`src/rtl/imem_loader_if.sv`:
```
// imem_loader_if: stream and instruction-memory write bus of the boot loader.
//
//   start      host -> loader  one-cycle pulse, begins a new load frame
//   in_data    host -> loader  stream byte
//   in_valid   host -> loader  in_data valid
//   in_ready   loader -> host  loader accepts in_data this cycle
//   imem_we    loader -> imem  write strobe (one cycle per word)
//   imem_addr  loader -> imem  write address
//   imem_wdata loader -> imem  write data
//
// Handshake: a byte moves on a rising clk edge where in_valid and in_ready
// are both 1. in_ready depends only on loader state, never on in_valid, and
// the host may hold in_valid low for any number of cycles between bytes.
//
// Modports: slave = loader side, master = host / memory side.
interface imem_loader_if #(
  parameter int DATA_WIDTH    = 20,
  parameter int ADDRESS_WIDTH = 8
) ();
  logic                     start;
  logic [7:0]               in_data;
  logic                     in_valid;
  logic                     in_ready;
  logic                     imem_we;
  logic [ADDRESS_WIDTH-1:0] imem_addr;
  logic [DATA_WIDTH-1:0]    imem_wdata;

  modport slave (
    input  start, in_data, in_valid,
    output in_ready, imem_we, imem_addr, imem_wdata
  );

  modport master (
    output start, in_data, in_valid,
    input  in_ready, imem_we, imem_addr, imem_wdata
  );
endinterface

```
`src/rtl/imem_loader.sv`:
```
// imem_loader: boot-time program loader in front of the core's instruction
// memory. Consumes a framed byte stream
//   header N | N words of BYTES little-endian bytes | checksum byte
// writes each assembled word to consecutive addresses from 0, and raises
// cpu_run only once a frame has loaded cleanly.
//
// Ports:
//   clk          system clock
//   rst          asynchronous active-low reset
//   bus          imem_loader_if.slave (start, byte stream, imem write bus)
//   loaded_words words written in the current frame
//   busy         frame in progress
//   done         frame loaded successfully
//   error        frame failed
//   err_code     01 = nonzero pad bits, 10 = checksum mismatch
//   cpu_run      high only in DONE
//   state_dbg    current FSM state encoding, for observation only
//
// Build option IMEM_LOADER_CHECKSUM_EN: when defined, a trailing checksum
// byte (XOR of header and all data bytes) is expected and checked. When
// undefined, the write of the last word completes the frame directly and no
// checksum register exists.
//
// Header N = 0 means MEM_SIZE words; N > MEM_SIZE is clamped to MEM_SIZE.
module imem_loader #(
  parameter int DATA_WIDTH    = 20,
  parameter int ADDRESS_WIDTH = 8,
  parameter int MEM_SIZE      = 256
) (
  input  logic                   clk,
  input  logic                   rst,
  imem_loader_if.slave           bus,
  output logic [ADDRESS_WIDTH:0] loaded_words,
  output logic                   busy,
  output logic                   done,
  output logic                   error,
  output logic [1:0]             err_code,
  output logic                   cpu_run,
  output logic [2:0]             state_dbg
);

  localparam int BYTES     = (DATA_WIDTH + 7) / 8;
  localparam int IDX_W     = (BYTES > 1) ? $clog2(BYTES) : 1;
  localparam int CNT_W     = ADDRESS_WIDTH + 1;
  localparam int LAST_BITS = DATA_WIDTH - 8 * (BYTES - 1);
  // Bits of the final byte that lie above DATA_WIDTH and must be zero.
  localparam logic [7:0] PAD_MASK = 8'hFF << LAST_BITS;

  typedef enum logic [2:0] {
    S_IDLE, S_HDR, S_BYTE, S_WRITE, S_CSUM, S_DONE, S_ERR
  } state_t;

  state_t                   state, state_nxt;
  logic [CNT_W-1:0]         n_words;
  logic [CNT_W-1:0]         word_cnt;
  logic [CNT_W-1:0]         cnt_inc;
  logic [CNT_W-1:0]         hdr_n;
  logic [IDX_W-1:0]         byte_idx;
  logic [8*(BYTES-1)-1:0]   asm_reg;     // bytes 0..BYTES-2 of the word
  logic [DATA_WIDTH-1:0]    word_nxt;
  logic [ADDRESS_WIDTH-1:0] addr_q;
  logic [DATA_WIDTH-1:0]    wdata_q;
  logic                     in_ready_c;
  logic                     accept;
  logic                     last_byte;
  logic                     pad_bad;
`ifdef IMEM_LOADER_CHECKSUM_EN
  logic [7:0]               csum;
`endif

  assign accept    = bus.in_valid & in_ready_c;
  assign last_byte = (byte_idx == IDX_W'(BYTES - 1));
  assign pad_bad   = |(bus.in_data & PAD_MASK);
  assign cnt_inc   = word_cnt + CNT_W'(1);
  // The final byte goes straight into the write data, so the word is ready
  // for the WRITE cycle that immediately follows its acceptance.
  assign word_nxt  = DATA_WIDTH'({bus.in_data, asm_reg});

  always_comb begin
    if (bus.in_data == 8'd0 || int'(bus.in_data) > MEM_SIZE)
      hdr_n = CNT_W'(MEM_SIZE);
    else
      hdr_n = CNT_W'(bus.in_data);
  end

  always_comb begin
    state_nxt    = state;
    in_ready_c   = 1'b0;
    bus.imem_we  = 1'b0;
    busy         = 1'b0;
    done         = 1'b0;
    error        = 1'b0;
    cpu_run      = 1'b0;
    case (state)
      S_IDLE: if (bus.start) state_nxt = S_HDR;
      S_HDR: begin
        in_ready_c = 1'b1;
        busy       = 1'b1;
        if (accept) state_nxt = S_BYTE;
      end
      S_BYTE: begin
        in_ready_c = 1'b1;
        busy       = 1'b1;
        if (accept && last_byte) state_nxt = pad_bad ? S_ERR : S_WRITE;
      end
      S_WRITE: begin
        bus.imem_we = 1'b1;
        busy        = 1'b1;
        if (cnt_inc == n_words)
`ifdef IMEM_LOADER_CHECKSUM_EN
          state_nxt = S_CSUM;
`else
          state_nxt = S_DONE;
`endif
        else
          state_nxt = S_BYTE;
      end
`ifdef IMEM_LOADER_CHECKSUM_EN
      S_CSUM: begin
        in_ready_c = 1'b1;
        busy       = 1'b1;
        if (accept) state_nxt = (bus.in_data == csum) ? S_DONE : S_ERR;
      end
`endif
      S_DONE: begin
        done    = 1'b1;
        cpu_run = 1'b1;
        if (bus.start) state_nxt = S_HDR;
      end
      S_ERR: begin
        error = 1'b1;
        if (bus.start) state_nxt = S_HDR;
      end
      default: state_nxt = S_IDLE;
    endcase
  end

  always_ff @(posedge clk or negedge rst) begin
    if (!rst) state <= S_IDLE;
    else      state <= state_nxt;
  end

  always_ff @(posedge clk or negedge rst) begin
    if (!rst) begin
      n_words  <= '0;
      word_cnt <= '0;
      byte_idx <= '0;
      asm_reg  <= '0;
      addr_q   <= '0;
      wdata_q  <= '0;
      err_code <= 2'b00;
`ifdef IMEM_LOADER_CHECKSUM_EN
      csum     <= 8'd0;
`endif
    end else begin
      case (state)
        S_HDR: if (accept) begin
          n_words  <= hdr_n;
          word_cnt <= '0;
          byte_idx <= '0;
`ifdef IMEM_LOADER_CHECKSUM_EN
          csum     <= bus.in_data;
`endif
        end
        S_BYTE: if (accept) begin
`ifdef IMEM_LOADER_CHECKSUM_EN
          csum <= csum ^ bus.in_data;
`endif
          if (last_byte) begin
            byte_idx <= '0;
            if (pad_bad) begin
              err_code <= 2'b01;
            end else begin
              addr_q  <= word_cnt[ADDRESS_WIDTH-1:0];
              wdata_q <= word_nxt;
            end
          end else begin
            for (int k = 0; k < BYTES - 1; k++)
              if (byte_idx == IDX_W'(k)) asm_reg[8*k +: 8] <= bus.in_data;
            byte_idx <= byte_idx + IDX_W'(1);
          end
        end
        S_WRITE: word_cnt <= cnt_inc;
`ifdef IMEM_LOADER_CHECKSUM_EN
        S_CSUM: if (accept && bus.in_data != csum) err_code <= 2'b10;
`endif
        S_DONE, S_ERR: if (bus.start) begin
          word_cnt <= '0;
          err_code <= 2'b00;
        end
        default: ;
      endcase
    end
  end

  assign bus.in_ready   = in_ready_c;
  assign bus.imem_addr  = addr_q;
  assign bus.imem_wdata = wdata_q;
  assign loaded_words   = word_cnt;
  assign state_dbg      = state;

endmodule

```
`src/flat_wrapper.sv`:
```
// flat-port wrapper written by rule: the top's interface ports become plain ports
module imem_loader_flat 
#(
  parameter int DATA_WIDTH    = 20,
  parameter int ADDRESS_WIDTH = 8,
  parameter int MEM_SIZE      = 256
)
  (clk, rst, loaded_words, busy, done, error, err_code, cpu_run, state_dbg, bus_start, bus_in_data, bus_in_valid, bus_in_ready, bus_imem_we, bus_imem_addr, bus_imem_wdata);
  imem_loader_if #(.DATA_WIDTH(DATA_WIDTH), .ADDRESS_WIDTH(ADDRESS_WIDTH)) bus_i ();
  input  logic clk;
  input  logic rst;
  output logic [ADDRESS_WIDTH:0] loaded_words;
  output logic busy;
  output logic done;
  output logic error;
  output logic [1:0] err_code;
  output logic cpu_run;
  output logic [2:0] state_dbg;
  input wire logic [$bits(bus_i.start)-1:0] bus_start;
  input wire logic [$bits(bus_i.in_data)-1:0] bus_in_data;
  input wire logic [$bits(bus_i.in_valid)-1:0] bus_in_valid;
  output wire logic [$bits(bus_i.in_ready)-1:0] bus_in_ready;
  output wire logic [$bits(bus_i.imem_we)-1:0] bus_imem_we;
  output wire logic [$bits(bus_i.imem_addr)-1:0] bus_imem_addr;
  output wire logic [$bits(bus_i.imem_wdata)-1:0] bus_imem_wdata;
  assign bus_i.start = bus_start;
  assign bus_i.in_data = bus_in_data;
  assign bus_i.in_valid = bus_in_valid;
  assign bus_in_ready = bus_i.in_ready;
  assign bus_imem_we = bus_i.imem_we;
  assign bus_imem_addr = bus_i.imem_addr;
  assign bus_imem_wdata = bus_i.imem_wdata;
  imem_loader #(.DATA_WIDTH(DATA_WIDTH), .ADDRESS_WIDTH(ADDRESS_WIDTH), .MEM_SIZE(MEM_SIZE)) u_core (.clk(clk), .rst(rst), .bus(bus_i), .loaded_words(loaded_words), .busy(busy), .done(done), .error(error), .err_code(err_code), .cpu_run(cpu_run), .state_dbg(state_dbg));
endmodule
```
`config.mk`:
```
export PLATFORM = sky130hd
export DESIGN_NAME = imem_loader_flat
export DESIGN_NICKNAME = d
export VERILOG_FILES = /design/src/rtl/imem_loader_if.sv /design/src/rtl/imem_loader.sv /design/src/flat_wrapper.sv
export SDC_FILE = /design/constraint.sdc
export NUM_CORES = 1
export LEC_CHECK = 0
export ABC_AREA = 1
export BUFFER_PORTS_ARGS = -buffer_cell sky130_fd_sc_hd__buf_2
export CAP_MARGIN = 25
export CELL_PAD_IN_SITES_DETAIL_PLACEMENT = 2
export CELL_PAD_IN_SITES_GLOBAL_PLACEMENT = 2
export CORE_MARGIN = 5
export CORE_UTILIZATION = 30
export DETAILED_ROUTE_END_ITERATION = 8
export GPL_ROUTABILITY_DRIVEN = 0
export GPL_TIMING_DRIVEN = 0
export PLACE_DENSITY_LB_ADDON = 0.1
export REMOVE_ABC_BUFFERS = 1
export SKIP_LAST_GASP = 1
export SYNTH_ARGS = -nofsm -noshare
export SYNTH_HDL_FRONTEND = slang
export SYNTH_SLANG_ARGS = --single-unit
```
`constraint.sdc`:
```
create_clock -name clk -period 1.8 [get_ports clk]
set_clock_uncertainty 0.15 [all_clocks]
set_input_delay 0.18 -clock clk [delete_from_list [all_inputs] [get_ports clk]]
set_output_delay 0.18 -clock clk [all_outputs]
set_load 0.1 [all_outputs]
```
# --- Yosys cells after proc, flatten, opt, wreduce, memory -nomap -nowiden ---
# Index checks and enable logic that the tools add are counted.
word_totals:
  ff_bits: 69
  latch_bits: 0
  ramBits: 0
  romBits: 0
  input_bits: 12
  out_inout_bits: 48
  memories: 0
classes:
  n_addsub: 2
  multipliers: 0
  div: 0
  magnitude_cmp: 0
  n_eq_ne: 15
  shift: 0
  muxes: 24
  bitwise: 3
  reduce_logical: 20
ops:
  columns: ["operator", "count"]
  rows:
  - ["9-bit 2-to-1 mux", 3]
  - ["9-bit one-hot mux with 3 select lines", 1]
  - ["3-bit 2-to-1 mux", 5]
  - ["2-bit 2-to-1 mux", 7]
  - ["2-bit by 1-bit != test with 1-bit output (second input constant)", 6]
  - ["3-bit one-hot mux with 4 select lines", 1]
  - ["4-bit AND reduction", 3]
  - ["9-bit by 1-bit adder with 9-bit output (second input constant)", 1]
  - ["9-bit == test", 1]
  - ["3-bit AND reduction", 3]
  - ["8-bit zero test", 1]
  - ["2-bit one-hot mux with 2 select lines", 2]
  - ["3-bit by 2-bit == test with 1-bit output (second input constant)", 2]
  - ["3-bit == test (second input constant)", 2]
  - ["3-bit OR reduction", 2]
  - ["1-bit 2-to-1 mux", 5]
  - ["5-bit AND reduction", 1]
  - ["2-bit nonzero test", 2]
  - ["2-bit OR reduction", 2]
  - ["4-bit OR reduction", 1]
  - ["3-bit by 1-bit == test with 1-bit output (second input constant)", 1]
  - ["3-bit zero test", 1]
  - ["3-bit nonzero test", 1]
  - ["2-bit by 1-bit adder with 2-bit output (second input constant)", 1]
  - ["other kinds (8)", 9]

# --- Logic depth before layout (Yosys ltp) ---
logic_depth:
  depth_word: 7
  mapped_depth: 13
  depth_no_buf: 13

# --- Least setup slack after synthesis ---
# Ideal clock, no wire load.
synth_timing:
  kind: "register to register"
  start: "reg u_core.state[1] (netlist: u_core.state_dbg[1])"
  end: "reg u_core.word_cnt[0] (netlist: u_core.loaded_words[0])"
  arrival_time_ps: 3331
  required_time_ps: 1518
  slack_ps: -1814
  stages_incl_launch_ff: 8
  path_cell_list: "dfrtp_1 inv_2 nor2_2 inv_2 nor2_1 o21ai_0 a21oi_2 o21ai_0"
synth_via:
  elab_chain_len: 6
synth_lines:
  columns: ["item", "line", "source"]
  rows:
  - ["from (decl)", "imem_loader.sv:53", "state_t state, state_nxt;"]
  - ["from (signal assigned)", "imem_loader.sv:140", "else state <= state_nxt;"]
  - ["3-bit by 1-bit == test with 1-bit output / 3-bit by 2-bit == test with 1-bit output (equally long branches)", "imem_loader.sv:94, imem_loader.sv:156", null]
  - ["2-bit OR reduction (no line)", null, null]
  - ["1-bit 2-to-1 mux", "imem_loader.sv:94", "case (state)"]
  - ["1-bit bitwise AND", "imem_loader.sv:71", "assign accept = bus.in_valid & in_ready_c;"]
  - ["2-bit by 1-bit != test with 1-bit output (no line)", null, null]
  - ["3-bit AND reduction (no line)", null, null]
  - ["to (signal assigned)", "imem_loader.sv:183", "S_WRITE: word_cnt <= cnt_inc;"]
  - ["to (decl)", "imem_loader.sv:55", "logic [CNT_W-1:0] word_cnt;"]
# Several ways; a longest one is shown, not always the timed one.
# A chain may end at the register's enable or synchronous reset.

# --- Worst setup path in the final report ---
layout_timing:
  start: "reg u_core.state[2] (netlist: u_core.state_dbg[2])"
  end: "reg u_core.asm_reg[8]"
layout_via:
  elab_chain_len: 5
layout_lines:
  columns: ["item", "line", "source"]
  rows:
  - ["3-bit by 1-bit == test with 1-bit output / 3-bit by 2-bit == test with 1-bit output (equally long branches)", "imem_loader.sv:94, imem_loader.sv:156", null]
  - ["2-bit OR reduction (no line)", null, null]
  - ["1-bit 2-to-1 mux", "imem_loader.sv:94", null]
  - ["1-bit bitwise AND", "imem_loader.sv:71", null]
  - ["4-bit AND reduction (no line) (*)", null, null]
  - ["to (signal, indexed assignment)", "imem_loader.sv:179", "if (byte_idx == IDX_W'(k)) asm_reg[8*k +: 8] <= bus.in_data;"]
  - ["to (decl)", "imem_loader.sv:59", "logic [8*(BYTES-1)-1:0] asm_reg;"]
# Mark *: on every way between the ends. The rest lies on a longest branch, timed or not.

==> results_dict.tcl <==
set metrics [dict create \
    largest_reg_flops 20 \
    cpPeakStageDelay_ps 440 \
    clk_latency_ps 360 \
    min_period_ps 1980 \
    path_cells "nor2_2 > inv_2 > nor2_2 > inv_2 > a21oi_4 > nand4_4 > clkbuf_16 > nand2_1 > o21ai_1" \
    die_h_um 111 \
    power.density_nw_per_um2 1710 \
    path_clk_slew_ps 80 \
    synth_compound_area_share_pct 10.5 \
    crit_fanout 4 \
    hold_path.class "input pin to flip-flop" \
    r2r_cells 9 \
    cts_max_path_buffers 2 \
    grt_max_degree 58 \
    ys.flop_type "dfrtp_1" \
    hold_violations 0 \
    final_nets 447 \
    dr_wl_met3_um 331 \
    worst_slack_ps -183 \
    synthDistinctLibCells 34 \
    max_slew.worst_pin.slew_ps 680 \
    portBuffers 58 \
    final.fill_count 1093 \
    regArea_um2 1710 \
    clock-sinks 68 \
    setup.worst_path.class "flip-flop to flip-flop" \
    status "finished, violations left" \
    design.core.area_um2 9820 \
    diodes 0 \
    drv_slew 0 \
    io_pins 60 \
    required_ps 1890 \
    antenna_found_initial 0 \
    cp_data_arrival_time_ps 2070 \
    stdcell_count 571 \
    dp_hpwl_um 6150 \
    synth.cells.most_frequent "nand2_1 (78), dfrtp_1 (68), inv_1 (38), o21ai_0 (31), nor2_1 (18)" \
    worstHoldPathCells 3 \
    synth_seq_cells 68 \
    totalWireLength_um 10500 \
    area_delta_synth_final_pct 48.4 \
    syn-mean-instance-area_um2 9.44 \
    ant_nets 0 \
    cts-root-buf "clkbuf_8" \
    syn_area_um2 3050 \
    p_total_w 0.00775 \
    violations "setup timing" \
    synth_top_cell_area_share_pct 55.8 \
    rr_endpoint "u_core.asm_reg[8]$_DFFE_PN0P_" \
    ir_drop_v 0.00174 \
    synthXorXnorAreaFrac_pct 1.31 \
    rr_startpoint "u_core.state_dbg[2]$_DFFE_PN0P_" \
    vias 2722 \
    synthAdderAreaFrac_pct 0.411 \
    whs_endpoint "u_core.asm_reg[0]$_DFFE_PN0P_" \
    drcViolationCount 0 \
    track_usage_pct 15.4 \
    critPathCaptureType "flip-flop" \
    drt_iter0_drc 99 \
    drive_above_1_share_pct 44.3 \
    grt_setup_unrepaired "true" \
    p_leak_nw 2.21 \
    avgRoutedWirePerCell_um 18.5 \
    wl_met2_um 5380 \
    wl_met1_um 4720 \
    initial_utilization_pct 31.0 \
    fp.dieW_um 111 \
    htreeDepth 3 \
    avgViaCountPerCell 4.77 \
    dr.pass1.iters 4 \
    synth_top_family_by_area "simple AND/OR/NAND/NOR gates" \
    synth_edf_count 0 \
    min_period_over_period_pct 110 \
    min_from "bus_in_data[0]" \
    r2r_slack_ps -180 \
    setup_violations 34 \
    dpl.cell_count 508 \
    dieArea_um2 12300 \
    synthMuxAreaShare_pct 5.91 \
    rows 36 \
    cts_made_buffers 9 \
    worst_path_max_delay_cell "dfrtp_2" \
    topRoutingLayerUsed "met4" \
    cap_violations 0 \
    fmax_mhz 504 \
    ys_warn_count 0 \
    cts_tree "done" \
    grt_pass1_wl_um 15000 \
    synthMostInstantiatedCell "nand2_1" \
    grt_pass1_vias 2836 \
    synth.area.top_cells "dfrtp_1 (56%), nand2_1 (9.6%), mux2_2 (5.9%), o21ai_0 (5.1%), inv_1 (4.7%)" \
    setup_tns_ps -2690 \
    dp_slack_ps -391 \
    grt.overflow.total 0 \
    yosysTopAreaCell "dfrtp_1" \
    syn_inst 323 \
    ys_async_sr_fraction_pct 100 \
    relSlewSlack_pct 54.3 \
    ys_seq_area_share_pct 55.8 \
    multi_input_area_um2 1390 \
    synth-simple-area-share_pct 18.8 \
    start_kind "flip-flop" \
]
-- power by group --
part / internal, W / switching, W / leakage, nW
Combinational: 0.00143 / 0.00280 / 1.22
Clock: 0.000668 / 0.000626 / 0.0914
Sequential: 0.00191 / 0.000323 / 0.903
-- cell families after synthesis --
logic type | count (synthesis)
AOI/OAI and AO/OA | 59
xor gates and xnor gates | 3
adders and majority gates | 1
buffers and inverters | 51
DFF | 68
muxes | 16
other | 1
and+or+nand+nor | 124
-- layer usage --
layer / GRT usage (%) / vias to the layer above
met5: 0 / -
met4: 4.43 / 0
met3: 5.40 / 6
met2: 24.9 / 49
met1: 19.6 / 1391
li1: - / 1276
-- cells in the final DEF, fill, tap and decap left out, drive strengths merged, types with 2 or more instances in the layout --
cell type,n
buf,93
nand2,78
dfrtp,68
o21ai,47
inv,42
nor2,21
mux2,16
nand3,15
clkbuf,14
dlygate4sd3,9
nand4,7
o22ai,5
a21oi,5
clkinvlp,4
nand3b,2
nor4,2
-- timing repair --
item,in CTS,in global routing
endpoints found under the hold margin,83,1
gates cloned,0,5
pin swaps,6,20
hold buffers,8,1
gates resized for setup,49,56
buffers inserted,14,20
endpoints found under the setup margin,66,42
-- layout make-up --
type / count / share of cell area, %
inverters: 43 / 3.87
clock buffers: 11 / 3.13
flip-flops and latches: 68 / 37.8
well taps: 133 / 3.68
repair buffers: 105 / 19.6
multi-input cells: 206 / 30.7
clock inverters: 4 / 1.11
repair inverters: 1 / 0.166
-- worst max path at each step --
stage,end,from
2_1_floorplan,u_core.loaded_words[0]$_DFFE_PN0P_,u_core.state_dbg[0]$_DFFE_PN0P_
3_3_place_gp,u_core.bus.imem_wdata[9]$_DFFE_PN0P_,bus_in_data[5]
3_5_place_dp,bus_imem_we,u_core.state_dbg[2]$_DFFE_PN0P_
4_1_cts,bus_imem_we,u_core.state_dbg[2]$_DFFE_PN0P_
5_1_grt,u_core.asm_reg[8]$_DFFE_PN0P_,u_core.state_dbg[0]$_DFFE_PN0P_
6_report,u_core.asm_reg[8]$_DFFE_PN0P_,u_core.state_dbg[2]$_DFFE_PN0P_
-- worst max-delay path, delay by kind of cell, from the launching register on --
kind	cells	cell delay, ps
AOI/OAI and AO/OA	2	360
and+or+nand+nor	4	530
DFF	1	440
buffers and inverters	3	390
-- per-stage QoR --
stage | utilization (%) | cell area, um^2 | hold slack (ps)
2_1_floorplan | - | 2990 | -266
3_3_place_gp | 35.1 | 3450 | 311
3_5_place_dp | 35.7 | 3500 | -105
4_1_cts | 41.1 | 4040 | 13.8
5_1_grt | 46.1 | 4520 | 17.6
6_report | 46.1 | 4520 | 21.3
No activity file was read; power rests on OpenSTA's default activity.
